--- src/rtl/spi_seg_pkg.sv ---
// Shared SPI definitions for the segment master and the segment controller slave.
// Latency: n/a (types and constants only).
// Backpressure: n/a.
package spi_seg_pkg;

    // Frame sequencer states of the SPI initiator.
    typedef enum logic [2:0] {
        ST_IDLE,
        ST_SETUP,
        ST_HIGH,
        ST_LOW,
        ST_GAP
    } spi_state_t;

    // Mode 0: sclk idles low, data sampled on the rising edge.
    localparam bit SPI_CPOL = 1'b0;
    localparam bit SPI_CPHA = 1'b0;

    // Link defaults agreed with the segment controller slave.
    localparam int SPI_CLK_DIV_DEF = 2;
    localparam int SPI_DATA_W_DEF  = 8;

endpackage

--- src/rtl/spi_half_tick.sv ---
// Half-period timer: tick marks the last cycle of every CLK_DIV-cycle SPI phase.
// Latency: tick asserts CLK_DIV-1 cycles after the last clr.
// Backpressure: none; clr restarts the phase count.
//
// Ports:
//   clk, rst_n  clock, asynchronous active-low reset
//   clr         restart the phase (asserted on every state change and in idle)
//   tick        high on the final cycle of the current phase
module spi_half_tick #(
    parameter int CLK_DIV = 2
) (
    input  logic clk,
    input  logic rst_n,
    input  logic clr,
    output logic tick
);

    logic [7:0] div_cnt;

    assign tick = (div_cnt == 8'(CLK_DIV - 1));

    always_ff @(posedge clk or negedge rst_n) begin
        if (!rst_n) begin
            div_cnt <= '0;
        end else if (clr || tick) begin
            div_cnt <= '0;
        end else begin
            div_cnt <= div_cnt + 8'd1;
        end
    end

endmodule

--- src/rtl/spi_segment_master.sv ---
// SPI mode-0 initiator: one DATA_W-bit word per handshake becomes one cs_n-framed MSB-first transfer.
// Latency: cs_n falls 1 cycle after accept; tx_ready returns CLK_DIV*(2*DATA_W+2)+1 cycles after accept.
// Backpressure: tx_ready is high only in idle; no queueing, inputs are ignored while a frame runs.
//
// Ports:
//   clk, rst_n          clock, asynchronous active-low reset
//   tx_data/valid/ready word to send and its handshake
//   busy                high whenever a frame (including the trailing gap) is in progress
//   rx_data, rx_valid   word captured from miso and its one-cycle frame-end strobe
//   sclk, cs_n, mosi    SPI outputs; miso SPI input (driven synchronously to clk)
//
// Build option: define SPI_MASTER_MISO_CAPTURE_EN to build the miso capture path.
// Without it rx_data is constant zero and rx_valid is a plain done strobe.
module spi_segment_master
    import spi_seg_pkg::*;
#(
    parameter int CLK_DIV = SPI_CLK_DIV_DEF,
    parameter int DATA_W  = SPI_DATA_W_DEF
) (
    input  logic              clk,
    input  logic              rst_n,
    input  logic [DATA_W-1:0] tx_data,
    input  logic              tx_valid,
    output logic              tx_ready,
    output logic              busy,
    output logic [DATA_W-1:0] rx_data,
    output logic              rx_valid,
    output logic              sclk,
    output logic              cs_n,
    output logic              mosi,
    input  logic              miso
);

    localparam int                CNT_W    = (DATA_W > 1) ? $clog2(DATA_W) : 1;
    localparam logic [CNT_W-1:0]  BIT_LAST = CNT_W'(DATA_W - 1);

    spi_state_t        state, state_next;
    logic [DATA_W-1:0] tx_sh;
    logic [CNT_W-1:0]  bit_cnt;
    logic              tick;
    logic              clr;
    logic              entered;   // first cycle of the current state
    logic              last_bit;

    assign last_bit = (bit_cnt == '0);
    assign clr      = (state_next != state) || (state == ST_IDLE);

    spi_half_tick #(
        .CLK_DIV (CLK_DIV)
    ) u_half_tick (
        .clk   (clk),
        .rst_n (rst_n),
        .clr   (clr),
        .tick  (tick)
    );

    always_ff @(posedge clk or negedge rst_n) begin
        if (!rst_n) begin
            state   <= ST_IDLE;
            entered <= 1'b0;
        end else begin
            state   <= state_next;
            entered <= (state_next != state);
        end
    end

    always_comb begin
        state_next = state;
        case (state)
            ST_IDLE:  if (tx_valid) state_next = ST_SETUP;
            ST_SETUP: if (tick)     state_next = ST_HIGH;
            ST_HIGH:  if (tick)     state_next = ST_LOW;
            ST_LOW:   if (tick)     state_next = last_bit ? ST_GAP : ST_HIGH;
            ST_GAP:   if (tick)     state_next = ST_IDLE;
            default:                state_next = ST_IDLE;
        endcase
    end

    // The shift happens as HIGH ends so the next bit is already on mosi
    // during the first LOW cycle; the final bit is held through the last LOW.
    always_ff @(posedge clk or negedge rst_n) begin
        if (!rst_n) begin
            tx_sh   <= '0;
            bit_cnt <= '0;
        end else begin
            case (state)
                ST_IDLE: begin
                    if (tx_valid) begin
                        tx_sh   <= tx_data;
                        bit_cnt <= BIT_LAST;
                    end
                end
                ST_HIGH: begin
                    if (tick && !last_bit) tx_sh <= tx_sh << 1;
                end
                ST_LOW: begin
                    if (tick && !last_bit) bit_cnt <= bit_cnt - CNT_W'(1);
                end
                default: ;
            endcase
        end
    end

`ifdef SPI_MASTER_MISO_CAPTURE_EN
    logic [DATA_W-1:0] rx_sh;

    // miso is taken once per bit, on the cycle sclk rises. rx_data is loaded
    // as the hold LOW ends so it is already valid during the rx_valid cycle.
    always_ff @(posedge clk or negedge rst_n) begin
        if (!rst_n) begin
            rx_sh   <= '0;
            rx_data <= '0;
        end else begin
            if (state == ST_HIGH && entered) begin
                rx_sh <= (rx_sh << 1) | DATA_W'(miso);
            end
            if (state == ST_LOW && tick && last_bit) begin
                rx_data <= rx_sh;
            end
        end
    end
`else
    logic miso_unused;

    assign miso_unused = miso;
    assign rx_data     = '0;
`endif

    always_comb begin
        cs_n     = 1'b1;
        sclk     = SPI_CPOL;
        mosi     = 1'b0;
        tx_ready = (state == ST_IDLE);
        busy     = (state != ST_IDLE);
        rx_valid = (state == ST_GAP) && entered;
        case (state)
            ST_SETUP, ST_LOW: begin
                cs_n = 1'b0;
                mosi = tx_sh[DATA_W-1];
            end
            ST_HIGH: begin
                cs_n = 1'b0;
                sclk = !SPI_CPOL;
                mosi = tx_sh[DATA_W-1];
            end
            default: ;
        endcase
    end

endmodule

--- config.mk ---
export PLATFORM = sky130hd
export DESIGN_NAME = spi_segment_master
export DESIGN_NICKNAME = d
export VERILOG_FILES = /design/src/rtl/spi_seg_pkg.sv /design/src/rtl/spi_half_tick.sv /design/src/rtl/spi_segment_master.sv
export SDC_FILE = /design/constraint.sdc
export NUM_CORES = 1
export LEC_CHECK = 0
export ABC_AREA = 0
export CAP_MARGIN = 20
export CORE_ASPECT_RATIO = 1.1
export CORE_MARGIN = 2
export CORE_UTILIZATION = 50
export CTS_BUF_LIST = sky130_fd_sc_hd__clkbuf_2
export DETAILED_ROUTE_END_ITERATION = 6
export GPL_ROUTABILITY_DRIVEN = 0
export HOLD_SLACK_MARGIN = 0.03
export PLACE_DENSITY = 0.78
export SLEW_MARGIN = 40
export SYNTH_ARGS = -nofsm -noshare
export SYNTH_HDL_FRONTEND = slang
export SYNTH_SLANG_ARGS = --single-unit
--- constraint.sdc ---
create_clock -name clk -period 6.6 [get_ports clk]
set_input_delay 1.65 -clock clk [delete_from_list [all_inputs] [get_ports clk]]
set_output_delay 1.65 -clock clk [all_outputs]
set_load 0.01 [all_outputs]
==> impl_metrics.tcl <==
set metrics [dict create \
    gr-usage-met3 0.0346 \
    die-area_mm2 0.00294 \
    syn_inst 120 \
    finalPower_w 0.000554 \
    fill_cells 219 \
    finalHoldViolations 0 \
    antenna_left 0 \
    ys_warn_count 0 \
    relSlewSlack 0.611 \
    yosys_register_bits 23 \
    die_h_um 56.7 \
    period_share 0.533 \
    irDropWorstVdd_uv 222 \
    vias_per_cell 5.05 \
    ctsRootBufferMaster "clkbuf_2" \
    hold_buffers 0 \
    cp-end-kind "output port" \
    grt.busiest_layer "met2" \
    utilization 0.583 \
    layout.area.seq_um2 576 \
    h-tree-depth 1 \
    worst_pin_slew_ps 582 \
    met2_usage 0.226 \
    crit_buf_inv 1 \
    core_mm2 0.00245 \
    syn_area_mm2 0.00126 \
    crit_slowest_cell "clkdlybuf4s50_1" \
    power_density_mw_per_mm2 388 \
    ys.flop_type "dfrtp_1" \
    grt_pass1_vias 811 \
    numCtsBuffers 3 \
    grt_usage 0.158 \
    leakagePower_nw 0.653 \
    cp_common_cell "nor2_1" \
    cp.arrival_ps 1870 \
    place_area_mm2 0.00141 \
    final_area_mm2 0.00143 \
    finalNetCount 153 \
    yosysSeqAreaShare 0.456 \
    synth_cell_types 33 \
    grt_pass1_wl_um 3430 \
    finalCriticalPeriod_ps 3520 \
    area_growth_pct 13.1 \
    synth_area_per_cell_um2 10.5 \
    use_met1 0.211 \
    diodes 0 \
    tritoncts "yes" \
    multiInputGateArea_um2 608 \
    postCtsSetupBuffers 0 \
    rsz0062_at_grt "no" \
    crit_chain "nor2_1, or2_2, nor2_1, clkdlybuf4s50_1" \
    globalRoute.totalOverflow 0 \
    synthArstFlopShare 1.00 \
    hpwl_um 1470 \
    cts_max_path_buffers 2 \
    fin_skew_ps 13.8 \
    dr_total_vias 844 \
    wirelength_um 1990 \
    maxCapViolations 0 \
    clk_pin_slew_ps 180 \
    drtIter0Drc 27 \
    clock_latency_ps 330 \
    initial_utilization 0.516 \
    port_buffers 16 \
    synth-edff-count 0 \
    setup.worst_path.start_class "flip-flop" \
    io_pins 26 \
    die_w_um 51.9 \
    tns_ps 0 \
    max_stage_delay_ps 530 \
    cts.sinks 23 \
    antenna_found_initial 0 \
    setup_viol 0 \
    cts-resized-gates 0 \
    hp-class "reg -> reg" \
    cp_top_family "buffers and inverters" \
    num_rows 19 \
    grt_max_degree 24 \
    whs_ps 490 \
    drive_above_1_share 0.162 \
    fmax_mhz 284 \
    path_class "reg -> out" \
    routedWlPerCell_um 11.9 \
    critPathMaxFanout 9 \
    status "finished, final reports clean" \
    critical_path_required_ps 4950 \
    drc 0 \
    firstDrtPassIters 4 \
    slew_viol_final 0 \
]
path summary, 6_finish.rpt:
check                                       startpoint                     end  slack (ps)  cells past startpoint
worst min register to register              bit_cnt[0]              bit_cnt[0]         490                      1
worst min-delay path                        bit_cnt[0]              bit_cnt[0]         490                      1
worst max register to register  u_half_tick.div_cnt[1]                tx_sh[1]        4330                      6
max in group asynchronous                        rst_n  u_half_tick.div_cnt[5]        5010                      1
worst max-delay path                          state[0]                    mosi        3080                      4
min in group asynchronous                        rst_n                tx_sh[1]        1240                      1
cells in the final DEF (no fill, tap or decap), types with 2 or more instances in the layout:
| cell | instances |
|---|---|
| nand3_1 | 7 |
| nor3b_1 | 4 |
| dfrtp_1 | 23 |
| xor2_1 | 5 |
| conb_1 | 8 |
| mux2_2 | 12 |
| ha_1 | 4 |
| mux2i_1 | 2 |
| clkbuf_2 | 4 |
| nand2_1 | 4 |
| and3_1 | 4 |
| inv_1 | 6 |
| o21ai_0 | 3 |
| nor2_1 | 13 |
| a21oi_1 | 3 |
| clkdlybuf4s50_1 | 15 |
| nand3b_1 | 2 |
layout make-up:
| class | count | share of cell area |
|---|---|---|
| inverter | 6 | 0.0158 |
| tap | 31 | 0.0272 |
| clock buffer | 4 | 0.0140 |
| timing repair buffer | 17 | 0.114 |
| multi-input combinational | 86 | 0.426 |
| sequential | 23 | 0.403 |
cells in the mapped netlist (all sizes together) (2+ instances only):
library cell  number  share of area
nor2              13          0.039
or2                2         0.0099
inv                6          0.018
mux2i              2          0.016
mux2              12           0.11
clkbuf             3         0.0089
nand3              7          0.028
ha                 4          0.040
dfrtp             23           0.46
xor2               5          0.035
and3               4          0.020
nor3b              4          0.024
nand3b             2          0.012
o21ai              4          0.025
buf                9          0.056
nand2              4          0.012
a21oi              3          0.012
worst register-to-register path, stage by stage, from the launching register on:
cell and delay, ps:
dfrtp_1 460, inv_1 80, ha_1 140, or4b_4 480, or2_1 350, o21ai_4 320, mux2_2 380
cell families (layout without fill, tap and decap cells):
group / after synthesis / in the layout / share of synthesized area
compound gates: 12 / 12 / 0.0664
buf+inv: 18 / 27 / 0.0833
simple gates: 42 / 42 / 0.187
other cells: 1 / 8 / 0.00297
flops: 23 / 23 / 0.456
xor+xnor: 6 / 6 / 0.0416
fa+ha+maj: 4 / 4 / 0.0396
mux: 14 / 14 / 0.123
registers in the layout, summed over array words and instances (netlist names):
signal and cells:
tx_sh 8, state 3, entered 1, bit_cnt 3
u_half_tick.div_cnt 8
per-layer routing:
layer	vias to the layer above	part of all wire
met2	15	0.47
met3	4	0.033
met5	-	0
met4	0	0.023
met1	398	0.48
li1	427	-
where the power goes:
part / internal [W] / leakage (nW) / switching, W
Sequential: 0.000193 / 0.282 / 0.0000412
Combinational: 0.000142 / 0.355 / 0.000123
Clock: 0.0000160 / 0.0166 / 0.0000394
per-stage QoR:
| step | instances | setup WS (ps) |
|---|---|---|
| final | 167 | 3080 |
| after global placement | 163 | 3470 |
| after global routing | 167 | 2940 |
| after CTS | 167 | 3070 |
| after floorplan | 127 | 3800 |
| after detailed placement | 163 | 3460 |
(Power assumes the default switching activity.)
